File: src/rtl/bin2bcd_defs.sv
// Shared definitions for the sequential binary-to-BCD converter:
// FSM state encodings and the double-dabble adjust threshold.
package bin2bcd_defs;

  typedef enum logic [1:0] {
    IDLE  = 2'd0,
    SHIFT = 2'd1,
    DONE  = 2'd2
  } state_t;

  localparam logic [3:0] ADJ_THRESH = 4'd4;

endpackage

File: src/rtl/bcd_digit_adj.sv
// One BCD digit's pre-shift correction: add 3 when the digit exceeds 4,
// so the following left shift carries correctly into the next decade.
module bcd_digit_adj
  import bin2bcd_defs::*;
(
  input  logic [3:0] digit_in,
  output logic [3:0] digit_out
);

  assign digit_out = (digit_in > ADJ_THRESH) ? digit_in + 4'd3 : digit_in;

endmodule

File: src/rtl/bin2bcd_seq.sv
// Parametrised sequential double-dabble binary-to-BCD converter with
// valid/ready on both sides. Optional lz_mask output under BIN2BCD_LZB_EN.
module bin2bcd_seq
  import bin2bcd_defs::*;
#(
  parameter int BIN_W  = 10,
  parameter int DIGITS = 3
) (
  input  logic                sys_clk,
  input  logic                sys_rst_n,
  input  logic                in_valid,
  output logic                in_ready,
  input  logic [BIN_W-1:0]    bin_data,
  output logic                out_valid,
  input  logic                out_ready,
  output logic [4*DIGITS-1:0] bcd_data,
  output logic                overflow,
  output logic                busy
`ifdef BIN2BCD_LZB_EN
  ,
  output logic [DIGITS-1:0]   lz_mask
`endif
);

  localparam int CNT_W = $clog2(BIN_W + 1);
  localparam int BCD_W = 4 * DIGITS;
  localparam logic [CNT_W-1:0] LAST_CNT = CNT_W'(BIN_W - 1);

  state_t             state;
  logic [BIN_W-1:0]   bin_reg;
  logic [BCD_W-1:0]   bcd_acc;
  logic [BCD_W-1:0]   bcd_adj;
  logic [CNT_W-1:0]   cnt;
  logic               ovf_sticky;
  logic [BCD_W+BIN_W-1:0] shifted;

  genvar g;
  generate
    for (g = 0; g < DIGITS; g++) begin : g_adj
      bcd_digit_adj u_adj (
        .digit_in  (bcd_acc[4*g +: 4]),
        .digit_out (bcd_adj[4*g +: 4])
      );
    end
  endgenerate

  // The MSB of the adjusted top digit is what falls off on this shift.
  assign shifted = {bcd_adj, bin_reg} << 1;

  always_ff @(posedge sys_clk or negedge sys_rst_n) begin
    if (!sys_rst_n) begin
      state      <= IDLE;
      in_ready   <= 1'b1;
      out_valid  <= 1'b0;
      busy       <= 1'b0;
      bin_reg    <= '0;
      bcd_acc    <= '0;
      cnt        <= '0;
      ovf_sticky <= 1'b0;
    end else begin
      case (state)
        IDLE: begin
          if (in_valid && in_ready) begin
            bin_reg    <= bin_data;
            bcd_acc    <= '0;
            ovf_sticky <= 1'b0;
            cnt        <= '0;
            in_ready   <= 1'b0;
            busy       <= 1'b1;
            state      <= SHIFT;
          end
        end
        SHIFT: begin
          bcd_acc    <= shifted[BCD_W+BIN_W-1:BIN_W];
          bin_reg    <= shifted[BIN_W-1:0];
          ovf_sticky <= ovf_sticky | bcd_adj[BCD_W-1];
          if (cnt == LAST_CNT) begin
            out_valid <= 1'b1;
            state     <= DONE;
          end else begin
            cnt <= cnt + CNT_W'(1);
          end
        end
        DONE: begin
          if (out_ready) begin
            out_valid <= 1'b0;
            in_ready  <= 1'b1;
            busy      <= 1'b0;
            state     <= IDLE;
          end
        end
        default: state <= IDLE;
      endcase
    end
  end

  assign bcd_data = bcd_acc;
  assign overflow = ovf_sticky;

`ifdef BIN2BCD_LZB_EN
  logic [DIGITS-1:0] lz_next;
  logic              seen_nonzero;

  // Scan from the top digit down on the value about to be registered.
  always_comb begin
    lz_next      = '0;
    seen_nonzero = 1'b0;
    for (int i = DIGITS - 1; i >= 0; i--) begin
      seen_nonzero = seen_nonzero | (|shifted[BIN_W + 4*i +: 4]);
      lz_next[i]   = seen_nonzero;
    end
    lz_next[0] = 1'b1;
  end

  always_ff @(posedge sys_clk or negedge sys_rst_n) begin
    if (!sys_rst_n) begin
      lz_mask <= '0;
    end else if (state == SHIFT && cnt == LAST_CNT) begin
      lz_mask <= lz_next;
    end
  end
`else
  // Leading-zero mask not built in this configuration.
`endif

endmodule
File: config.mk
export PLATFORM = sky130hd
export DESIGN_NAME = bin2bcd_seq
export DESIGN_NICKNAME = d
export VERILOG_FILES = /design/src/rtl/bin2bcd_defs.sv /design/src/rtl/bcd_digit_adj.sv /design/src/rtl/bin2bcd_seq.sv
export SDC_FILE = /design/constraint.sdc
export NUM_CORES = 1
export LEC_CHECK = 0
export BUFFER_PORTS_ARGS = -buffer_cell sky130_fd_sc_hd__buf_2
export CORE_ASPECT_RATIO = 0.8
export CORE_MARGIN = 3
export CORE_UTILIZATION = 58
export CTS_CLUSTER_DIAMETER = 120
export CTS_CLUSTER_SIZE = 10
export DETAILED_ROUTE_END_ITERATION = 6
export PLACE_DENSITY = 0.83
export SLEW_MARGIN = 20
export SYNTH_ARGS = -nofsm -noshare
export SYNTH_HDL_FRONTEND = slang
export SYNTH_SLANG_ARGS = --single-unit
export TNS_END_PERCENT = 20
File: constraint.sdc
create_clock -name sys_clk -period 3.4 [get_ports sys_clk]
set_input_delay 0.34 -clock sys_clk [delete_from_list [all_inputs] [get_ports sys_clk]]
set_output_delay 0.34 -clock sys_clk [all_outputs]
set_load 0.05 [all_outputs]
==> qor.txt <==
Port buffer count: 29
Detail Placement HPWL: 2220 µm
Synth Area in Compound Gates: 0.149
Placed cell areas: 1760 µm²
P per Cell Area: 341 nW/µm²
Clock sink count: 32
Design area: 1820 µm²
Worst Setup End Kind: flop
Most frequent cell after synthesis: dfrtp_1
Via count: 1405
Row cnt: 16
IR drop worst, VDD: 0.232 mV
Drt pass-1 iters: 4
DRT Wirelength: 3290 µm
Die Area: 3460 µm²
Fmax: 0.515 GHz
Gr usage total: 0.214
Core region area: 2540 µm²
Post-Route Setup TNS: 0 ns
Largest register FFs: 12
Synth Flop Type: dfrtp_1
Largest net degree at the start of global routing: 33
Layout area overhead: 12.4%
Final setup viols: 0
Nets: 214
R2r worst-path depth: 3
Worst slew margin: 0.351
Minimum clock period: 1.94 ns
Post-synth EDFFs: 0
Vias per cell: 6.06
TritonCTS Buffers: 5
Avg Inst Size Synth: 9.68 µm²
Reg clk slew, reported paths: 0.09 ns
Gpl congestion: 0.825
Post-synthesis simple-gate area fraction: 0.240
Global-route wire length before repair: 5440 µm
Synth Register Bits: 32
WS Path Type: flop to flop
DRT iter0 DRCs: 176
Worst reg2reg setup slack: 1.46 ns
H-tree depth: 2
CP required: 3.60 ns
CP arrival: 2.15 ns
RSZ-0062 raised after global routing: false
Initial antenna violation count: 0
Resize count post-CTS: 0
Post-synthesis mux area share: 0.0186
Slew @ Worst Pin: 0.968 ns
Ys async rst share: 1.00
Hold Slack: 0.0310 ns
Crit Path Max Fanout: 23
Setup bufs post-CTS: 0
Largest family of logic cells by synthesized area: simple AND/OR/NAND/NOR gates
Mapped Area: 1620 µm²
Cts hold-fix bufs: 0
Final Hold Viols: 0
Final Worst Setup Slack: 1.46 ns
Initial Util: 0.636
Clk buf depth: 2
N_diodes: 0
IO Count: 30
Detail Route Antenna Nets: 0
CTS root buf: clkbuf_4
Mapped Cells: 167
Drt drc: 0
Worst hold path class: input pin to async pin
Adder-cell share of the synthesized area: 0.0387
Area contributors post-synth: dfrtp_1, nand3_1, ha_1
Worst r2r dst: bcd_data[2]
Yosys warning count: 0
Fin. max-slew vios: 0
CTS tree: built
Synth area leader: dfrtp_1
Setup Skew: 0.00651 ns
Register area share after synthesis: 0.496
Syn_nets: 186
Post-synth top cells: dfrtp_1, nand3_1, inv_1, nor3_1, nand2_1
Number of max-cap violations: 0
Congestion Overflow GR: 0
Chip height: 53.2 µm
Die W: 65.0 µm
Area share of the largest cell type after synthesis: 0.480
P_leak: 0.942 nW
Crit share post-route: 0.572
Outcome: finished clean
Worst r2r src: state[0]
Wire per inst: 14.2 µm
Netlist cell types: 33
Worst-skew pair later-pin latency: 0.34 ns
Xor and xnor area share after synthesis: 0
DP Worst Slack: 1.49 ns
CP Launch Type: flop
Share of post-route cells with drive strength above 1: 0.194
Vias in the first global route: 1253
stage by stage:
stage	utilization	instances	total power, W
4_1_cts	0.715	232	0.000626
3_5_place_dp	0.691	224	0.000404
5_1_grt	0.715	232	0.000651
6_report	0.715	232	0.000620
2_1_floorplan	-	167	0.000389
3_3_place_gp	0.691	224	0.000404
placed cells by master (no fill, tap or decap):
| master | count |
|---|---|
| a21oi_1 | 4 |
| ha_1 | 5 |
| nor4b_1 | 3 |
| or4b_1 | 1 |
| nor2b_1 | 3 |
| dfstp_2 | 1 |
| clkbuf_4 | 5 |
| nand4_1 | 1 |
| o21ai_1 | 1 |
| nand4bb_1 | 1 |
| and4bb_2 | 1 |
| and2b_1 | 1 |
| nand2_1 | 11 |
| o21a_1 | 4 |
| o21ai_0 | 8 |
| o311ai_1 | 2 |
| clkbuf_1 | 2 |
| o31ai_1 | 4 |
| nor3_1 | 12 |
| or4_1 | 5 |
| o211ai_1 | 2 |
| clkbuf_8 | 1 |
| o22ai_1 | 9 |
| nand2b_2 | 1 |
| nor2_1 | 10 |
| buf_2 | 29 |
| and3_1 | 3 |
| dfrtp_1 | 31 |
| mux2i_1 | 3 |
| nand4b_1 | 1 |
| inv_1 | 12 |
| nand3_1 | 14 |
| a211o_1 | 3 |
| nand2b_1 | 2 |
worst max-delay path, stage by stage, from the launching register on:
cell	delay [ns]
dfrtp_1	0.47
nand4bb_1	0.86
nand3_1	0.36
o31ai_1	0.11
metal layers:
| layer | track usage | share of wire | up-vias |
|---|---|---|---|
| met4 | 0.124 | 0.021 | 0 |
| met5 | 0 | 0 | - |
| met2 | 0.333 | 0.46 | 61 |
| met3 | 0.0594 | 0.075 | 8 |
| li1 | - | - | 670 |
| met1 | 0.270 | 0.45 | 666 |
cell type report:
class / count / area [µm²]
clock buffers: 8 / 58.8
fillers: 193 / 726
inverters: 12 / 45.0
multi-input cells: 115 / 721
flip-flops and latches: 32 / 802
well taps: 36 / 45.0
repair buffers: 29 / 145
where the power goes:
| group | internal (W) | leakage, nW | total [W] | switching (W) |
|---|---|---|---|---|
| sequential | 0.000380 | 0.365 | 0.000380 | 0 |
| clock | 0.000102 | 0.0326 | 0.000224 | 0.000122 |
| combinational | 0.00000602 | 0.544 | 0.0000158 | 0.00000978 |
| total | 0.000488 | 0.942 | 0.000620 | 0.000131 |
logic make-up after synthesis:
kind of cell | after synthesis
DFF | 32
muxes | 3
AOI/OAI and AO/OA | 37
buffers and inverters | 20
adders and majority gates | 5
and+or+nand+nor | 70
worst max path at each step:
stage / from / to / slack, ns
after floorplan: bcd_data[4] / bcd_data[8] / 1.72
after global placement: in_ready / bin_reg[8] / 1.54
after detailed placement: state[0] / bcd_data[2] / 1.49
after CTS: state[0] / bcd_data[6] / 1.47
after global routing: state[0] / bcd_data[2] / 1.32
final: state[0] / bcd_data[2] / 1.46
Note: power is estimated with default switching activity, not from simulation.
